===== src/rtl/dom_and_pipe.sv =====
// Domain-oriented-masking AND gadget of arbitrary order and lane count.
// Cross-domain products are reshared into a register stage, then compressed into registered output shares.
module dom_and_pipe #(
  parameter int ORDER = 1,
  parameter int WIDTH = 1
) (
  input  logic                                 clk,
  input  logic                                 rst,
  input  logic                                 in_valid,
  input  logic [(ORDER+1)*WIDTH-1:0]           a_sh,
  input  logic [(ORDER+1)*WIDTH-1:0]           b_sh,
  input  logic [(ORDER*(ORDER+1)/2)*WIDTH-1:0] rnd,
  output logic                                 out_valid,
  output logic [(ORDER+1)*WIDTH-1:0]           out_sh
);

  localparam int N  = ORDER + 1;
  localparam int NR = ORDER * (ORDER + 1) / 2;

  // Lexicographic index of the unordered share pair {i,j}; both c_ij and c_ji use the same mask.
  function automatic int pair_idx(input int i, input int j);
    int lo;
    int hi;
    lo = (i < j) ? i : j;
    hi = (i < j) ? j : i;
    return lo * ORDER - (lo * (lo - 1)) / 2 + (hi - lo - 1);
  endfunction

  logic [N*N*WIDTH-1:0] c_p0;
  logic [N*N*WIDTH-1:0] c_p1;
  logic                 vld_p1;
  logic [N*WIDTH-1:0]   sh_p1;
  logic [N*WIDTH-1:0]   sh_p2;
  logic                 vld_p2;

  always_comb begin
    c_p0 = '0;
    for (int i = 0; i < N; i++) begin
      for (int j = 0; j < N; j++) begin
        c_p0[(i*N+j)*WIDTH +: WIDTH] = a_sh[i*WIDTH +: WIDTH] & b_sh[j*WIDTH +: WIDTH];
        if (i != j) begin
          c_p0[(i*N+j)*WIDTH +: WIDTH] = c_p0[(i*N+j)*WIDTH +: WIDTH]
                                         ^ rnd[pair_idx(i, j)*WIDTH +: WIDTH];
        end
      end
    end
  end

  // ---- stage 1: resharing registers ----
  always_ff @(posedge clk) begin
    if (rst) begin
      vld_p1 <= 1'b0;
      c_p1   <= '0;
    end else begin
      vld_p1 <= in_valid;
      if (in_valid) begin
        c_p1 <= c_p0;
      end
    end
  end

  always_comb begin
    sh_p1 = '0;
    for (int i = 0; i < N; i++) begin
      for (int j = 0; j < N; j++) begin
        sh_p1[i*WIDTH +: WIDTH] = sh_p1[i*WIDTH +: WIDTH] ^ c_p1[(i*N+j)*WIDTH +: WIDTH];
      end
    end
  end

  // ---- stage 2: compressed output shares ----
  always_ff @(posedge clk) begin
    if (rst) begin
      vld_p2 <= 1'b0;
      sh_p2  <= '0;
    end else begin
      vld_p2 <= vld_p1;
      if (vld_p1) begin
        sh_p2 <= sh_p1;
      end
    end
  end

  assign out_valid = vld_p2;
  assign out_sh    = sh_p2;

endmodule


===== config.mk =====
export PLATFORM = sky130hd
export DESIGN_NAME = dom_and_pipe
export DESIGN_NICKNAME = d
export VERILOG_FILES = /design/src/rtl/dom_and_pipe.sv
export SDC_FILE = /design/constraint.sdc
export NUM_CORES = 1
export LEC_CHECK = 0
export ABC_AREA = 1
export ABC_CLOCK_PERIOD_IN_PS = 1200
export CAP_MARGIN = 10
export CORE_AREA = 2 2 39 41
export DETAILED_ROUTE_END_ITERATION = 7
export DIE_AREA = 0 0 41 43
export GPL_TIMING_DRIVEN = 0
export SLEW_MARGIN = 20
export SYNTH_ARGS = -nofsm -noshare
export SYNTH_HDL_FRONTEND = slang
export SYNTH_SLANG_ARGS = --single-unit

===== constraint.sdc =====
create_clock -name clk -period 1.2 [get_ports clk]
set_input_delay 0.18 -clock clk [delete_from_list [all_inputs] [get_ports clk]]
set_output_delay 0.18 -clock clk [all_outputs]
set_load 0.05 [all_outputs]

# Yosys cells after proc, flatten, opt, wreduce, memory -nomap -nowiden
# Cells that the tools add are included.
# op_classes
bitwise,8
# op_table
op,n
1-bit AND,4
1-bit bitwise XOR,4
# word_totals
register_bits,8
elab_cells,12

# Logic depth before layout (Yosys ltp)
# logic_depth
ltp_word,2
mapped_depth,5
ltp_nobuf,5

# Worst setup path before layout
# Ideal clock, no wire load.
# synth_timing
path_kind,reg2reg
startpoint,register out_sh[1] (netlist name)
endpoint,"register sh_p2[1], in the netlist out_sh[1]"
setup_ns,0.056
arrival_ns,0.876
required_ns,1.144
path_slack_ns,0.268
stages_incl_launch_ff,5
path_buffers,0
period_less_slack_ns,0.932
cell_sequence,dfxtp_1 nor2_1 nor2_1 nand2_1 inv_1
# synth_lines
item,line,rtl
to (signal assigned),79,sh_p2 <= sh_p1;
to (decl),33,logic [N*WIDTH-1:0] sh_p2;

# Final worst setup path
# layout_timing
startpoint,"register sh_p2[1], in the netlist out_sh[1]"
endpoint,output out_sh[1]
# layout_lines
item,line,rtl
to (decl),14,output logic [(ORDER+1)*WIDTH-1:0] out_sh
# No word-level cell between the ends.

==> metrics.cfg <==
[detailed_routing]
detail-route-antenna-nets=0
first_pass_iters=2
vias=321
first_iter_violations=1
drc=0
finalWirelength_um=580
via_per_inst=4.01
wl_per_cell_um=7.25

[status]
status=completed

[die]
core_area_mm2=0.00138
start_util=0.243
die_y_um=43
std_cell_rows=14
fp.dieArea_mm2=0.00176
die_x_um=41
num_io_pins=11

[logic_synthesis]
yosys-top-cells-area=dfxtp_1 (48%), nand2_1 (17%), inv_1 (11%)
postSynthAreaPerCell_um2=6.60
synth_compound_area_frac=0.0892
synth_xor_area_frac=0
synth_cell_type_count=9
synthCells=51
syn-num-nets=59
synthMuxAreaShare=0
synthesis.area_um2=337
synth_seq_area_share=0.476
synth-seq-cells=8
synth_top_area_cell=dfxtp_1
yosysWarnings=0
yosysTopAreaCellShare=0.476
synth_fa_ha_area_frac=0
synth_top_family_by_area=simple AND/OR/NAND/NOR gates
synth_simple_gate_area_frac=0.312

[worst_setup_path]
crit_path_max_fanout=2
cp.required_ns=1.02
r2r_cells=4
cp.arrival_ns=0.95
crit_path_top_delay_cell=clkdlybuf4s15_2
critical_path_class=reg -> out
max_stage_delay_ns=0.37
start_kind=register
critPathBufInv=1
critical_path.top_delay_family=buffers and inverters
cp-end-kind=primary output
crit_chain=clkdlybuf4s15_2
cp.depth=1

[clocking]
cts_max_level=1
cts_root_buf=clkbuf_4
clock_path_buffers=2
cts_buffers=3
clock_latency_ns=0.26
cts_tree=yes
cts_setup_buffers=0
clk_pin_slew_ns=0.06
clock-sinks=8

[grt]
grt_max_degree=7
grt_pass1_vias=261
overflow=0
grt_pass1_wl_um=1000
grt_use_total=0.0884
antenna_found_initial=0

[hold_path]
hold_path_class=reg -> reg
hold_depth=2

[timing]
maxSlewHeadroom=0.817
worst_clock_skew_ns=0.00147
hold_viol_final=0
holdWs_ns=0.483
period_minus_slack_ns=1.13
timing.final.ws_setup_ns=0.0727
max_slew.worst_pin.slew_ns=0.275
setup_violations=0
rsz0062_at_grt=no
max_clock_freq_mhz=887
drv_slew=0
finalCritPeriodShare=0.939

[placed_design]
place.gp.congestion=0.704
dp.cells=77
dp_slack_ns=-0.0836
io_buffers=10
dp_hpwl_um=458

[power]
p_sw_frac=0.266
p_int_uw=441
seqPwrFrac=0.484
power.switching_uw=160
p_comb_frac=0.163
p_per_area_mw_per_mm2=1240
max-vdd-ir-drop_v=0.000368
clkPwrFrac=0.353
leakage_uw=0.000227

[finish]
fin_cells=80
diodes=0
area_growth_pct=43.5
layout.nets=74
fill_cells=165
drive_above_1_share=0.109

[job]
max_cap_viol_count=0

## final cells by class
cell class	count	area (µm²)	share of cell area
well taps	16	20.0	0.0415
multi-input cells	32	135	0.280
flip-flops and latches	8	160	0.332
inverters	11	41.3	0.0855
clock buffers	3	22.5	0.0466
repair buffers	10	104	0.215
## layer usage
metal | wire length [µm] | track usage | vias up
met5 | 0 | 0 | -
met4 | 25 | 0.100 | 0
met3 | 41 | 0.0314 | 3
met2 | 224 | 0.103 | 13
met1 | 289 | 0.110 | 123
li1 | - | - | 182
## flip-flops by register name (all words and copies together), names as in the netlist
register,flops
out_valid,1
c_p1,4
vld_p1,1
out_sh,2
## cell families (layout without fill, tap and decap cells)
logic type | after synthesis | count (layout)
flip-flops | 8 | 8
AO/OA/AOI/OAI | 6 | 6
AND/OR/NAND/NOR | 26 | 26
buffers and inverters | 11 | 24
## repair_timing
item,4_1_cts,5_1_grt
gates resized for setup,9,0
hold buffers,0,0
endpoints found under the setup margin,3,0
endpoints found under the hold margin,0,0
## power groups by stage
stage          clock, µW  combinational [µW]  sequential (µW)
5_1_grt              232                 110              294
4_1_cts              218                99.2              291
3_5_place_dp           0                 100              297
2_1_floorplan          0                34.7              315
6_report             212                97.9              291
3_3_place_gp           0                99.7              297
## Yosys cell counts
master / instances
inv_2: 1
dfxtp_1: 8
nand2_1: 15
a21oi_1: 2
nand3_1: 6
o21ai_0: 2
nor2_1: 5
o21ai_1: 2
inv_1: 10
## worst paths after layout
kind / start / endpoint / slack [ns]
hold reg to reg: vld_p1 / out_valid / 0.48
hold / removal: vld_p1 / out_valid / 0.48
setup / recovery: out_sh[1] / out_sh[1] / 0.07
setup reg to reg: vld_p1 / out_sh[0] / 0.50
## per-stage QoR
step	total power (µW)	utilization	area, µm²	setup TNS [ns]
global route	636	0.349	483	0
floorplan	350	-	337	0
CTS	608	0.349	483	0
detailed placement	397	0.330	457	-0.221
finish	600	0.349	483	0
global placement	396	0.330	457	-0.215
## cell usage in the layout (no fill, tap or decap), drive strengths merged
master / instances
nand2: 15
clkbuf: 3
dfxtp: 8
o21ai: 4
inv: 11
clkdlybuf4s50: 7
nand3: 6
nor2: 5
clkdlybuf4s15: 3
a21oi: 2
No activity file was read; power rests on OpenSTA's default activity.
